===== src/rtl/instr_encoder_pkg.sv =====
// Shared definitions for the instruction encoder: mnemonic IDs, format classes,
// FSM state encoding and the MIPS opcode/funct values used by the datapath.
// Pure declarations; no logic.
package instr_encoder_pkg;

  // Mnemonic IDs presented on in_mnem; any value above M_JAL is illegal
  typedef enum logic [5:0] {
    M_ADD  = 6'd0,  M_ADDU = 6'd1,  M_SUB  = 6'd2,  M_SUBU = 6'd3,
    M_AND  = 6'd4,  M_OR   = 6'd5,  M_XOR  = 6'd6,  M_NOR  = 6'd7,
    M_SLT  = 6'd8,  M_SLTU = 6'd9,  M_SLLV = 6'd10, M_SRLV = 6'd11,
    M_SRAV = 6'd12, M_SLL  = 6'd13, M_SRL  = 6'd14, M_SRA  = 6'd15,
    M_JR   = 6'd16, M_JALR = 6'd17, M_ADDI = 6'd18, M_SLTI = 6'd19,
    M_ANDI = 6'd20, M_ORI  = 6'd21, M_LUI  = 6'd22, M_LW   = 6'd23,
    M_LB   = 6'd24, M_LBU  = 6'd25, M_LH   = 6'd26, M_LHU  = 6'd27,
    M_SW   = 6'd28, M_SB   = 6'd29, M_SH   = 6'd30, M_BEQ  = 6'd31,
    M_BNE  = 6'd32, M_J    = 6'd33, M_JAL  = 6'd34
  } mnem_e;

  // Field layout class of an instruction
  typedef enum logic [2:0] {
    FMT_R, FMT_SHIFT, FMT_JR, FMT_JALR, FMT_I_SIGNED, FMT_I_UNSIGNED, FMT_LUI, FMT_J
  } fmt_e;

  typedef enum logic [1:0] {ST_IDLE, ST_RUN, ST_DRAIN, ST_DONE} state_e;

  // Opcodes
  localparam logic [5:0] OP_SPECIAL = 6'h00, OP_J    = 6'h02, OP_JAL  = 6'h03;
  localparam logic [5:0] OP_BEQ     = 6'h04, OP_BNE  = 6'h05, OP_ADDI = 6'h08;
  localparam logic [5:0] OP_SLTI    = 6'h0A, OP_ANDI = 6'h0C, OP_ORI  = 6'h0D;
  localparam logic [5:0] OP_LUI     = 6'h0F, OP_LB   = 6'h20, OP_LH   = 6'h21;
  localparam logic [5:0] OP_LW      = 6'h23, OP_LBU  = 6'h24, OP_LHU  = 6'h25;
  localparam logic [5:0] OP_SB      = 6'h28, OP_SH   = 6'h29, OP_SW   = 6'h2B;

  // Function codes for SPECIAL
  localparam logic [5:0] FN_SLL  = 6'h00, FN_SRL  = 6'h02, FN_SRA  = 6'h03;
  localparam logic [5:0] FN_SLLV = 6'h04, FN_SRLV = 6'h06, FN_SRAV = 6'h07;
  localparam logic [5:0] FN_JR   = 6'h08, FN_JALR = 6'h09, FN_ADD  = 6'h20;
  localparam logic [5:0] FN_ADDU = 6'h21, FN_SUB  = 6'h22, FN_SUBU = 6'h23;
  localparam logic [5:0] FN_AND  = 6'h24, FN_OR   = 6'h25, FN_XOR  = 6'h26;
  localparam logic [5:0] FN_NOR  = 6'h27, FN_SLT  = 6'h2A, FN_SLTU = 6'h2B;

endpackage


===== src/rtl/instr_encoder_fmt_enc.sv =====
// Encodes one mnemonic plus its fields into a 32-bit MIPS word.
// Purely combinational, zero latency.
// No backpressure; flags illegal mnemonics and out-of-range immediates.
module instr_fmt_enc
  import instr_encoder_pkg::*;
(
  input  logic [5:0]  mnem,
  input  logic [4:0]  rs,
  input  logic [4:0]  rt,
  input  logic [4:0]  rd,
  input  logic [4:0]  shamt,
  input  logic [25:0] imm,
  output logic [31:0] word,
  output logic        illegal,
  output logic        range_err
);

  fmt_e       cls;
  logic [5:0] op;
  logic [5:0] fn;

  // Classify the mnemonic and look up its opcode / funct
  always_comb begin
    cls     = FMT_R;
    op      = OP_SPECIAL;
    fn      = FN_SLL;
    illegal = 1'b0;
    case (mnem)
      M_ADD:  fn = FN_ADD;
      M_ADDU: fn = FN_ADDU;
      M_SUB:  fn = FN_SUB;
      M_SUBU: fn = FN_SUBU;
      M_AND:  fn = FN_AND;
      M_OR:   fn = FN_OR;
      M_XOR:  fn = FN_XOR;
      M_NOR:  fn = FN_NOR;
      M_SLT:  fn = FN_SLT;
      M_SLTU: fn = FN_SLTU;
      M_SLLV: fn = FN_SLLV;
      M_SRLV: fn = FN_SRLV;
      M_SRAV: fn = FN_SRAV;
      M_SLL:  begin cls = FMT_SHIFT;      fn = FN_SLL;  end
      M_SRL:  begin cls = FMT_SHIFT;      fn = FN_SRL;  end
      M_SRA:  begin cls = FMT_SHIFT;      fn = FN_SRA;  end
      M_JR:   begin cls = FMT_JR;         fn = FN_JR;   end
      M_JALR: begin cls = FMT_JALR;       fn = FN_JALR; end
      M_ADDI: begin cls = FMT_I_SIGNED;   op = OP_ADDI; end
      M_SLTI: begin cls = FMT_I_SIGNED;   op = OP_SLTI; end
      M_ANDI: begin cls = FMT_I_UNSIGNED; op = OP_ANDI; end
      M_ORI:  begin cls = FMT_I_UNSIGNED; op = OP_ORI;  end
      M_LUI:  begin cls = FMT_LUI;        op = OP_LUI;  end
      M_LW:   begin cls = FMT_I_SIGNED;   op = OP_LW;   end
      M_LB:   begin cls = FMT_I_SIGNED;   op = OP_LB;   end
      M_LBU:  begin cls = FMT_I_SIGNED;   op = OP_LBU;  end
      M_LH:   begin cls = FMT_I_SIGNED;   op = OP_LH;   end
      M_LHU:  begin cls = FMT_I_SIGNED;   op = OP_LHU;  end
      M_SW:   begin cls = FMT_I_SIGNED;   op = OP_SW;   end
      M_SB:   begin cls = FMT_I_SIGNED;   op = OP_SB;   end
      M_SH:   begin cls = FMT_I_SIGNED;   op = OP_SH;   end
      M_BEQ:  begin cls = FMT_I_SIGNED;   op = OP_BEQ;  end
      M_BNE:  begin cls = FMT_I_SIGNED;   op = OP_BNE;  end
      M_J:    begin cls = FMT_J;          op = OP_J;    end
      M_JAL:  begin cls = FMT_J;          op = OP_JAL;  end
      default: illegal = 1'b1;
    endcase
  end

  // Assemble the word from the used fields only; an illegal mnemonic yields a NOP
  always_comb begin
    word      = 32'h0000_0000;
    range_err = 1'b0;
    if (!illegal) begin
      case (cls)
        FMT_R:     word = {OP_SPECIAL, rs, rt, rd, 5'd0, fn};
        FMT_SHIFT: word = {OP_SPECIAL, 5'd0, rt, rd, shamt, fn};
        FMT_JR:    word = {OP_SPECIAL, rs, 15'd0, fn};
        FMT_JALR:  word = {OP_SPECIAL, rs, 5'd0, rd, 5'd0, fn};
        FMT_I_SIGNED: begin
          word      = {op, rs, rt, imm[15:0]};
          range_err = (imm[25:16] != {10{imm[15]}});
        end
        FMT_I_UNSIGNED: begin
          word      = {op, rs, rt, imm[15:0]};
          range_err = |imm[25:16];
        end
        FMT_LUI: begin
          word      = {op, 5'd0, rt, imm[15:0]};
          range_err = |imm[25:16];
        end
        default:   word = {op, imm};
      endcase
    end
  end

endmodule


===== src/rtl/instr_encoder.sv =====
// Builds a program in instruction memory from field-level requests, one word per accept.
// Latency 1 cycle from accepted request to im_we/im_wdata; full throughput with im_ready high.
// One-entry output register: in_ready drops while im_we is held waiting for im_ready.
module instr_encoder
  import instr_encoder_pkg::*;
#(
  parameter int ADDR_W = 10,
  parameter int CNT_W  = 16
) (
  input  logic              clk,
  input  logic              rstn,
  input  logic              start,
  input  logic [ADDR_W-1:0] base_addr,
  input  logic              in_valid,
  output logic              in_ready,
  input  logic [5:0]        in_mnem,
  input  logic [4:0]        in_rs,
  input  logic [4:0]        in_rt,
  input  logic [4:0]        in_rd,
  input  logic [4:0]        in_shamt,
  input  logic [25:0]       in_imm,
  input  logic              in_last,
  output logic              im_we,
  output logic [ADDR_W-1:0] im_addr,
  output logic [31:0]       im_wdata,
  input  logic              im_ready,
  output logic              busy,
  output logic              done,
  output logic [CNT_W-1:0]  count,
  output logic              err_illegal,
  output logic              err_range
);

  state_e      state, state_nxt;
  logic [31:0] enc_word;
  logic        enc_illegal, enc_range;
  logic        accept, xfer, start_acc;

  instr_fmt_enc u_fmt_enc (
    .mnem      (in_mnem),
    .rs        (in_rs),
    .rt        (in_rt),
    .rd        (in_rd),
    .shamt     (in_shamt),
    .imm       (in_imm),
    .word      (enc_word),
    .illegal   (enc_illegal),
    .range_err (enc_range)
  );

  assign accept    = in_valid && in_ready;
  assign xfer      = im_we && im_ready;
  assign start_acc = start && (state == ST_IDLE);

  // State register
  always_ff @(posedge clk or negedge rstn) begin
    if (!rstn) state <= ST_IDLE;
    else       state <= state_nxt;
  end

  // Next state: drain waits until the output register is empty or empties this cycle
  always_comb begin
    state_nxt = state;
    case (state)
      ST_IDLE:  if (start)                 state_nxt = ST_RUN;
      ST_RUN:   if (accept && in_last)     state_nxt = ST_DRAIN;
      ST_DRAIN: if (!im_we || im_ready)    state_nxt = ST_DONE;
      default:                             state_nxt = ST_IDLE;
    endcase
  end

  // State-derived outputs; a request can enter whenever the register frees up this cycle
  always_comb begin
    in_ready = (state == ST_RUN) && (!im_we || im_ready);
    busy     = (state != ST_IDLE);
    done     = (state == ST_DONE);
  end

  // Output register, write address, saturating count and sticky error flags
  always_ff @(posedge clk or negedge rstn) begin
    if (!rstn) begin
      im_we       <= 1'b0;
      im_addr     <= '0;
      im_wdata    <= 32'h0000_0000;
      count       <= '0;
      err_illegal <= 1'b0;
      err_range   <= 1'b0;
    end else if (start_acc) begin
      im_addr     <= base_addr;
      count       <= '0;
      err_illegal <= 1'b0;
      err_range   <= 1'b0;
    end else begin
      if (xfer) begin
        im_addr <= im_addr + 1'b1;
        if (count != {CNT_W{1'b1}}) count <= count + 1'b1;
      end
      if (accept) begin
        im_we       <= 1'b1;
        im_wdata    <= enc_word;
        err_illegal <= err_illegal | enc_illegal;
        err_range   <= err_range | enc_range;
      end else if (xfer) begin
        im_we <= 1'b0;
      end
    end
  end

endmodule

===== config.mk =====
export PLATFORM = sky130hd
export DESIGN_NAME = instr_encoder
export DESIGN_NICKNAME = d
export VERILOG_FILES = /design/src/rtl/instr_encoder_pkg.sv /design/src/rtl/instr_encoder_fmt_enc.sv /design/src/rtl/instr_encoder.sv
export SDC_FILE = /design/constraint.sdc
export NUM_CORES = 1
export LEC_CHECK = 0
export BUFFER_PORTS_ARGS = -buffer_cell sky130_fd_sc_hd__buf_2
export CAP_MARGIN = 20
export CORE_MARGIN = 3
export CORE_UTILIZATION = 51
export CTS_BUF_LIST = sky130_fd_sc_hd__clkbuf_4
export CTS_CLUSTER_DIAMETER = 30
export CTS_CLUSTER_SIZE = 14
export DETAILED_ROUTE_END_ITERATION = 8
export PLACE_DENSITY_LB_ADDON = 0.08
export RECOVER_POWER = 25
export REMOVE_ABC_BUFFERS = 1
export SYNTH_ARGS = -nofsm -noshare
export SYNTH_HDL_FRONTEND = slang
export SYNTH_SLANG_ARGS = --single-unit
export TNS_END_PERCENT = 20

===== constraint.sdc =====
create_clock -name clk -period 2.2 [get_ports clk]
set_clock_uncertainty 0.15 [all_clocks]
set_input_delay 0.22 -clock clk [delete_from_list [all_inputs] [get_ports clk]]
set_output_delay 0.22 -clock clk [all_outputs]
set_load 0.01 [all_outputs]

# Yosys cells after proc, flatten, opt, wreduce, memory -nomap -nowiden
# Index checks and enable logic that the tools add are counted.
# word_totals
register_bits,63
in_bits,68
out_inout_bits,64
word_cells,110
# classes
n_addsub,2
eq_ne,48
n_mux,23
bitwise_logic,3
n_reduce_logical,27
# op_table
operator,count
6-bit one-hot mux with 17 select lines,2
32-bit one-hot mux with 6 select lines,1
6-bit by 5-bit equality test with 1-bit output (second input constant),16
6-bit by 4-bit equality test with 1-bit output (second input constant),8
16-bit two-way mux,3
35-bit OR reduction,1
32-bit two-way mux,1
6-bit by 3-bit equality test with 1-bit output (second input constant),4
3-bit one-hot mux with 7 select lines,1
10-bit two-way mux,2
6-bit equality test (second input constant),3
16-bit by 1-bit adder with 16-bit output (second input constant),1
16-bit inequality test (second input constant),1
6-bit by 2-bit equality test with 1-bit output (second input constant),2
12-bit OR reduction,1
10-bit by 1-bit adder with 10-bit output (second input constant),1
10-bit inequality test,1
2-bit nonzero test,5
10-bit OR reduction,1
3-bit equality test (second input constant),3
1-bit two-way mux,8
2-bit OR reduction,4
3-bit by 2-bit equality test with 1-bit output (second input constant),2
6-bit by 1-bit equality test with 1-bit output (second input constant),1
other kinds (18),30

# Depth between registers and ports, before layout
# Gate-level depths: netlist (run 1).
# logic_depth
depth_word,10
mapped_depth,9
ltp_nobuf,7

# Modules after synthesis
# From an unflattened synthesis (run 1), not the netlist that was laid out.
# hier_totals
hier_cells,399
hier_area_um2,4016.4
# modules_own_cells
mod,n_inst,cells_each,area_per_inst_um2,seq_area_each_um2
instr_encoder,1,262,3150.5,1576.5
instr_fmt_enc,1,137,865.8,0.0

# Worst setup path before layout (run 1)
# No wires, ideal clock.
# synth_path
kind,register to register
startpoint,reg state[0]
endpoint,reg count[9]
setup_time_ns,0.132
arrival_time_ns,1.715
required_ns,1.918
setup_slack_ns,0.203
path_stages_with_launch,10
n_path_buf,2
synth_period_minus_slack_ns,1.997
path_cell_list,dfrtp_1 -> inv_1 -> ha_1 -> and2_1 -> buf_4 -> nor4_4 -> buf_4 -> a211oi_1 -> xnor2_1 -> nor2_1
# synth_between
elab_chain_cells,4
elab_cells_between_ends,6
cone_classes,mux: 1; reduce/logical: 5
# synth_rtl
element,line_no,rtl
from (decl),instr_encoder.sv:34,"state_e state, state_nxt;"
from (signal assigned),instr_encoder.sv:58,else state <= state_nxt;
2-bit logical NOT (*),instr_encoder.sv:53,assign start_acc = start && (state == ST_IDLE);
1-bit logical AND (*),instr_encoder.sv:53,
2-bit nonzero test (no line),--,
2-bit AND reduction (no line),--,
to (signal assigned),instr_encoder.sv:96,if (count != {CNT_W{1'b1}}) count <= count + 1'b1;
to (decl),instr_encoder.sv:29,"output logic [CNT_W-1:0] count,"
# Every way passes the cells marked *; elsewhere a longest branch is shown, timed or not.
# A chain may end at the register's enable or synchronous reset.

# Worst setup path after layout (run 1)
# layout_path
startpoint,reg state[0]
endpoint,reg count[13]
# The elaborated chain is that of the path after synthesis.

==> impl_metrics.ini, run 1 <==
[cts]
clock_path_buffers = 2
clock-sinks = 62
cts-htree-levels = 3
cts_tree = done
clock_latency_ps = 430
root_buffer = clkbuf_4
clkSlewWorstSetupHoldPaths_ps = 110
cts_inserted_buffers = 9

[timing]
fmax_ghz = 0.4811
slew_headroom_pct = 6.029
setup_violations = 0
tightest_slew_ps = 1410
finalMaxSlewViolations = 0
tns_ps = 0
fin_crit_ps = 2079
finalCritPeriodShare_pct = 94.48
finalHoldViolations = 0
rsz0062_at_grt = yes

[detailed_routing]
wl_per_cell_um = 15.30
highest_layer = met4
wl_met1_mm = 4.109
antenna_left = 0
met3WireLength_um = 585
vias = 3677
drcViolationCount = 0
firstDrtPassIters = 5
wl_met2_mm = 5.371
viasPerCell = 5.480
drt-initial-drc-count = 145
drt_wl_total_mm = 10.27

[floorplanning]
start_util_pct = 54.20
io_pins = 132
die_area_um2 = 8018
fp-row-count = 29
chipHeight_um = 89.55
core_um2 = 6568
dieWidth_um = 89.55

[hold_path]
hp-class = primary input to register

[run]
max_cap_violations = 0

[placed_design]
port_buffers = 130
dp_cells = 596
gp_congestion = 0.8497
dp_hpwl_mm = 6.832

[yosys]
synth.area.top_cells = dfrtp_1 (44%), nand2_1 (6.9%), a22oi_1 (4.6%)
yosysMostFrequentCell = nand2_1
synth-simple-area-share_pct = 20.63
synth_cell_type_count = 62
synth-seq-area-share_pct = 43.59
async_flop_share_pct = 100.0
yosysTopAreaCell = dfrtp_1
synth_top_area_share_pct = 43.59
synth_compound_area_share_pct = 21.44
synth_edf_count = 0
ys_warn_count = 0
synth-xor-area-share_pct = 5.167
avgSynthCellArea_um2 = 9.127
synth_ff_type = dfrtp_1
synth_area_um2 = 3560
synthAdderAreaFrac_pct = 2.109
synth_top_family_by_area = compound AO/OA/AOI/OAI gates
synth_cells = 390
synth_common_cells = nand2_1 (65), dfrtp_1 (62), o21ai_0 (31), a22oi_1 (22), nor2_1 (16)
muxShareOfSynthArea_pct = 1.476
ys_ff_latch = 62

[global_route]
grt_usage_pct = 26.32
grt-ovfl-total = 0
grt_pass1_wl_mm = 16.53
grt_pass1_vias = 3606
grt_max_degree = 39
grt_antenna_before_repair = 0

[critical_path]
crit_type = register to register
crit_chain = inv_1 -> ha_1 -> a22o_1 -> nand3_2 -> a2111oi_4 -> a31oi_1 -> a41o_1
worstPathRequired_ps = 2360
end_kind = register
worstPathArrival_ps = 2240
slowest_stage = dfrtp_1
slowest_delay_ps = 420
startpoint_type = register
worstPathMaxFanout = 5

[layout]
diodes = 0
finalNonFillerCells = 671
drive_gt1_share_pct = 29.24
nNetsFinal = 647
fin_util_pct = 76.43
area_growth_pct = 41.02

[power_and_ir_drop]
p_leak_nw = 2.400
pwr_density_cell_nw_per_um2 = 877.8
ir_drop_uv = 512.4

[status]
status = completed
final timing paths:
kind / start / endpoint / slack [ps] / depth (start not counted)
max: state[0]$_DFFE_PN0P_ / count[13]$_DFFE_PN0P_ / 120 / 7
min: in_last / state[0]$_DFFE_PN0P_ / 70 / 4
max reg2reg: state[0]$_DFFE_PN0P_ / count[13]$_DFFE_PN0P_ / 120 / 7
min reg2reg: im_wdata[8]$_DFFE_PN0P_ / im_wdata[8]$_DFFE_PN0P_ / 340 / 2
max in group asynchronous: rstn / state[1]$_DFFE_PN0P_ / 560 / 3
min in group asynchronous: rstn / count[3]$_DFFE_PN0P_ / 480 / 2
report_power, final:
group          switching (mW)  internal, mW  total (mW)
clock network           0.475         0.350       0.825
registers               0.274          1.52        1.80
logic                   0.994         0.789        1.78
metrics by stage:
| step | setup WS, ps | total power, mW | instance area, um2 | hold slack [ps] |
|---|---|---|---|---|
| 2_1_floorplan | -335.6 | 2.693 | 3410 | -225.6 |
| 3_3_place_gp | 163.5 | 3.421 | 4277 | 107.5 |
| 3_5_place_dp | 66.37 | 3.486 | 4277 | 105.2 |
| 4_1_cts | 44.72 | 4.398 | 4997 | 67.19 |
| 5_1_grt | -9.086 | 4.738 | 5020 | 63.30 |
| 6_report | 121.4 | 4.406 | 5020 | 74.33 |
flip-flops by register name, summed over array words and instances (netlist names):
signal / count
count: 16
err_illegal: 1
err_range: 1
im_addr: 10
im_wdata: 31
im_we: 1
state: 2
kinds of logic (layout without fill, tap and decap cells):
family | count (synthesis) | in the layout
adders and majority gates | 6 | 6
DFF | 62 | 62
AOI/OAI and AO/OA | 113 | 113
other | 1 | 1
muxes | 5 | 5
xor gates and xnor gates | 21 | 21
and+or+nand+nor | 142 | 142
buffers and inverters | 40 | 228
area by class of cell:
| type | instances | area (um2) |
|---|---|---|
| clock buffer | 9 | 67.56 |
| clock inverter | 7 | 72.57 |
| fill | 508 | 1548 |
| inverter | 12 | 45.04 |
| multi-input combinational | 288 | 1834 |
| sequential | 62 | 1551 |
| tap | 93 | 116.4 |
| timing repair buffer | 200 | 1333 |
layer usage:
metal  up-vias  GRT usage (%)
met2       140          46.68
met5         -              0
li1       1765              -
met1      1750          31.92
met3        22          4.793
met4         0          8.931
placed cells by master (no fill, tap or decap), drive strengths merged, types with 7 or more instances in the layout:
cell	n
xnor2	15
o21ai	47
clkbuf	10
nor4	7
nor2	16
nand3	9
dfrtp	62
buf	141
nand2	65
dlygate4sd3	58
inv	14
a21oi	10
nor3	8
a22oi	22
and3	9
critical path, delay by kind of cell, from the launching register on:
family	cells	cell delay (ps)
AO/OA/AOI/OAI	4	920
flip-flops	1	420
adder cells (fa/ha/maj)	1	210
AND/OR/NAND/NOR	1	150
buffers and inverters	1	110
timing repair:
item / 4_1_cts / 5_1_grt
endpoints found under the setup margin: 0 / 19
gates resized for setup: 0 / 3
buffers inserted: 0 / 1
hold buffers: 58 / 0
endpoints found under the hold margin: 61 / 0
(Power assumes the default switching activity.)
==> inputs of run 2 (changes only) <==
- ABC_CLOCK_PERIOD_IN_PS: unset -> 2200
- REMOVE_ABC_BUFFERS: 1 -> unset
==> impl_metrics.ini, run 2 (synthesis results as in run 1) <==
[status]
status = completed

[layout]
drive_gt1_share_pct = 29.93
largest_register_ffs = 31
nNetsFinal = 647
fin_util_pct = 76.72
final_common_cell = buf_2
top_register = im_wdata
multi_input_area_um2 = 1838
layout_common_cells = buf_2 (129), nand2_1 (65), dfrtp_1 (62), dlygate4sd3_1 (56), o21ai_0 (31)
regArea_um2 = 1551
diodes = 0
area_growth_pct = 41.55
top_regs = im_wdata (31), count (16), im_addr (10)
fill_cells = 467

[cts]
cts_inserted_buffers = 9
clock-sinks = 62
clock_path_buffers = 2
clkSlewWorstSetupHoldPaths_ps = 110
root_buffer = clkbuf_4
cts-htree-levels = 3
cts_tree = done
clock_latency_ps = 400

[critical_path]
worstPathRequired_ps = 2390
crit_type = primary input to register
rrSetupSlack_ps = 130
end_kind = register
worstPathMaxFanout = 20
startpoint_type = primary input
slowest_delay_ps = 590
slowest_stage = dlygate4sd3_1
setup.worst_path.end = im_wdata[22]$_DFFE_PN0P_
crit_chain = buf_2 -> or2_0 -> and3b_1 -> nor3_2 -> a22oi_1 -> dlygate4sd3_1 -> o21ai_1
r2r-end = count[13]$_DFFE_PN0P_
rr_worst_depth = 7
worstPathArrival_ps = 2280
critPathLaunch = in_mnem[1]
worstReg2RegStart = state[0]$_DFFE_PN0P_

[global_route]
grt_pass1_wl_mm = 16.16
grt_usage_pct = 26.07
grt_max_degree = 39
grt-ovfl-total = 0
grt_antenna_before_repair = 0
grt_pass1_vias = 3461

[timing]
tightest_slew_ps = 1472
finalHoldViolations = 0
finalMaxSlewViolations = 0
fmax_ghz = 0.4794
fin_crit_ps = 2086
finalWorstSetupSlack_ps = 114.0
hold_ws_ps = 24.03
tns_ps = 0
slew_headroom_pct = 1.838
rsz0062_at_grt = no
setup_violations = 0
finalCritPeriodShare_pct = 94.82

[floorplanning]
dieWidth_um = 89.55
core_um2 = 6568
die_area_um2 = 8018
fp-row-count = 29
io_pins = 132
chipHeight_um = 89.55
start_util_pct = 54.20

[power_and_ir_drop]
sequentialPowerShare_pct = 40.1
pwr_density_cell_nw_per_um2 = 887.3
p_leak_nw = 2.412
power_switching_mw = 1.690
p_int_mw = 2.781
clkPwrFrac_pct = 19.9
ir_drop_uv = 577.7
swShare_pct = 37.79
finalPower_mw = 4.471
comb_power_share_pct = 39.9

[placed_design]
post-place-ws_ps = 65.69
dp_hpwl_mm = 6.929
port_buffers = 130
gp_congestion = 0.8667

[hold_path]
hp-class = primary input to register

[detailed_routing]
vias = 3664
drt-initial-drc-count = 179
drcViolationCount = 0
firstDrtPassIters = 5
viasPerCell = 5.461
drt_wl_total_mm = 10.21
antenna_left = 0
wl_per_cell_um = 15.22

[yosys]
synth_nets = 464

[run]
max_cap_violations = 0
run 2: worst min-delay path by stage:
| stage | startpoint | end | slack, ps | depth (start not counted) |
|---|---|---|---|---|
| 2_1_floorplan | rstn | count[0]$_DFFE_PN0P_ | -230 | 0 |
| 3_3_place_gp | rstn | count[10]$_DFFE_PN0P_ | 110 | 1 |
| 3_5_place_dp | rstn | count[10]$_DFFE_PN0P_ | 120 | 1 |
| 4_1_cts | in_imm[24] | im_wdata[24]$_DFFE_PN0P_ | 6 | 3 |
| 5_1_grt | in_valid | err_range$_DFFE_PN0P_ | 8 | 3 |
| 6_report | in_imm[24] | im_wdata[24]$_DFFE_PN0P_ | 20 | 3 |
run 2: area by class of cell:
cell class	count	share of cell area, %
well taps	93	2.309
multi-input cells	288	36.48
clock inverters	7	1.763
clock buffers	9	1.341
inverters	12	0.8940
repair buffers	200	26.42
flip-flops and latches	62	30.79
run 2: through the flow:
| stage | std cells | cell area (um2) |
|---|---|---|
| detailed placement | 598 | 4292 |
| CTS | 670 | 5009 |
| floorplan | 390 | 3560 |
| global route | 671 | 5039 |
| finish | 671 | 5039 |
| global placement | 598 | 4292 |
run 2: power by group through the flow:
stage,clock network [mW],logic (mW),registers (mW)
global placement,0,1.64,1.79
finish,0.892,1.78,1.79
CTS,0.911,1.78,1.79
detailed placement,0,1.69,1.81
floorplan,0,0.799,1.96
global route,0.969,2.00,1.85
run 2: what timing repair did:
item / CTS / global route
setup endpoints to repair: 0 / 5
gates resized for setup: 0 / 5
endpoints found under the hold margin: 60 / 0
setup buffers: 0 / 1
hold buffers: 56 / 0
run 2: metal layers:
metal / part of all wire (%) / GRT usage [%] / vias up
met2: 52 / 43.88 / 135
met4: 2.3 / 8.660 / 0
li1: - / - / 1765
met5: 0 / 0 / -
met1: 40 / 31.40 / 1737
met3: 6.2 / 8.479 / 27
run 2: critical path, delay by kind of cell:
family                 cells  cell delay (ps)
AOI/OAI and AO/OA          2              250
buffers and inverters      2              800
and+or+nand+nor            3              990
==> inputs of run 3 (changes only) <==
- ABC_CLOCK_PERIOD_IN_PS: 2200 -> 2000
- BUFFER_PORTS_ARGS: -buffer_cell sky130_fd_sc_hd__buf_2 -> -buffer_cell sky130_fd_sc_hd__clkbuf_2
- clock period: 2.2 -> 2 ns (I/O delays scaled with it)
==> impl_metrics.ini, run 3 (synthesis results as in run 1) <==
[status]
status = completed

[critical_path]
end_kind = register
worstPathRequired_ps = 2170
crit_type = primary input to register
r2r-end = count[11]$_DFFE_PN0P_
worstPathMaxFanout = 10
startpoint_type = primary input
worstReg2RegStart = count[0]$_DFFE_PN0P_
worstPathArrival_ps = 2140
rrSetupSlack_ps = 90
crit_chain = clkbuf_2 -> nand2b_1 -> nor4_4 -> buf_4 -> a22oi_1 -> dlygate4sd3_1 -> o21ai_1
slowest_delay_ps = 580
rr_worst_depth = 6
slowest_stage = dlygate4sd3_1

[cts]
clock_path_buffers = 2
clkSlewWorstSetupHoldPaths_ps = 100
cts-htree-levels = 3
cts_inserted_buffers = 9
root_buffer = clkbuf_4
postCtsSetupBuffers = 0
clock_latency_ps = 410
cts_tree = done
clock-sinks = 62

[detailed_routing]
drt-initial-drc-count = 184
highest_layer = met4
drt_wl_total_mm = 10.66
wl_met2_mm = 5.611
vias = 3766
drcViolationCount = 0
wl_met1_mm = 4.288
viasPerCell = 5.411
met3WireLength_um = 587
antenna_left = 0
wl_per_cell_um = 15.31
firstDrtPassIters = 4

[global_route]
grt_max_degree = 63
grt-ovfl-total = 0
grt_usage_pct = 26.53
grt_pass1_wl_mm = 16.40
grt_pass1_vias = 3609
grt_antenna_before_repair = 0

[timing]
fin_crit_ps = 1965
finalWorstSetupSlack_ps = 35.19
rsz0062_at_grt = yes
slew_headroom_pct = 43.36
setup_violations = 0
finalCritPeriodShare_pct = 98.24
fmax_ghz = 0.5090
finalHoldViolations = 0
finalMaxSlewViolations = 0
tightest_slew_ps = 849.6

[hold_path]
holdPathEnd = err_range$_DFFE_PN0P_
holdPathStages = 3
hp-start = in_valid
hp-class = primary input to register

[layout]
layout_common_cells = clkbuf_2 (129), nand2_1 (65), dfrtp_1 (62), dlygate4sd3_1 (57), buf_4 (36)
top_register = im_wdata
final_common_cell = clkbuf_2
diodes = 0
area_growth_pct = 47.56
nNetsFinal = 672
top_regs = im_wdata (31), count (16), im_addr (10)
drive_gt1_share_pct = 33.67
fill_cells = 447
largest_register_ffs = 31
finalNonFillerCells = 696

[floorplanning]
chipHeight_um = 89.55
io_pins = 132
fp-row-count = 29
core_um2 = 6568
dieWidth_um = 89.55
start_util_pct = 54.20
die_area_um2 = 8018

[placed_design]
post-place-ws_ps = -21.09
dp_hpwl_mm = 7.219
gp_congestion = 0.8851
dp_cells = 623
port_buffers = 130

[power_and_ir_drop]
ir_drop_uv = 535.3
pwr_density_cell_nw_per_um2 = 964.4
p_leak_nw = 2.518

[yosys]
synth_nets = 464

[run]
max_cap_violations = 0
[run 3: changes by cell type in the layout (fill, tap and decap cells not counted), moves of 2 or more]
cell / delta
buf_2: -128
buf_4: +24
clkbuf_2: +129
nand3_2: +2
[run 3: what timing repair did]
item / 4_1_cts / 5_1_grt
resized for setup: 1 / 9
endpoints found under the hold margin: 98 / 0
hold buffers: 57 / 0
pin swaps: 1 / 2
endpoints found under the setup margin: 4 / 13
[run 3: worst max path at each step]
| stage | from | slack, ps | to | depth (start not counted) |
|---|---|---|---|---|
| after floorplan | state[0]$_DFFE_PN0P_ | 3 | count[9]$_DFFE_PN0P_ | 9 |
| after global placement | state[0]$_DFFE_PN0P_ | 80 | count[7]$_DFFE_PN0P_ | 8 |
| after detailed placement | state[1]$_DFFE_PN0P_ | -20 | count[4]$_DFFE_PN0P_ | 8 |
| after CTS | state[1]$_DFFE_PN0P_ | -3 | count[4]$_DFFE_PN0P_ | 8 |
| after global routing | state[1]$_DFFE_PN0P_ | -7 | count[9]$_DFFE_PN0P_ | 8 |
| final | in_mnem[4] | 40 | im_wdata[20]$_DFFE_PN0P_ | 7 |
[run 3: critical path: cells and delay by family]
family	cells	cell delay (ps)
AO/OA/AOI/OAI	2	250
buffers and inverters	3	980
AND/OR/NAND/NOR	2	700
[run 3: power by group]
group,switching (mW),internal (mW),leakage (nW)
Combinational,1.14,0.975,1.62
Sequential,0.290,1.68,0.817
Clock,0.481,0.498,0.0794
Total,1.91,3.15,2.52
[run 3: per-stage QoR]
| step | setup TNS [ps] | instance area [um2] | power (mW) | utilization, % | hold slack, ps |
|---|---|---|---|---|---|
| after floorplan | 0 | 3560 | 3.040 | - | -245.6 |
| after global placement | 0 | 4492 | 3.906 | 68.39 | 87.12 |
| after detailed placement | -21.09 | 4492 | 3.983 | 68.39 | 91.29 |
| after CTS | -2.867 | 5231 | 5.071 | 79.65 | 10.88 |
| after global routing | -10.96 | 5253 | 5.421 | 79.98 | 10.59 |
| final | 0 | 5253 | 5.066 | 79.98 | 33.93 |
[run 3: per-layer routing]
layer	global-route usage [%]	vias up
met2	46.14	138
met5	0	-
met1	32.15	1795
li1	-	1817
met3	6.083	16
met4	9.066	0
[run 3: cell type report]
type	instances	area [um2]	area share [%]
flip-flops and latches	62	1551	29.54
clock buffers	9	67.56	1.286
multi-input cells	288	1864	35.49
clock inverters	7	88.84	1.691
well taps	93	116.4	2.215
repair buffers	225	1519	28.92
inverters	12	45.04	0.8576
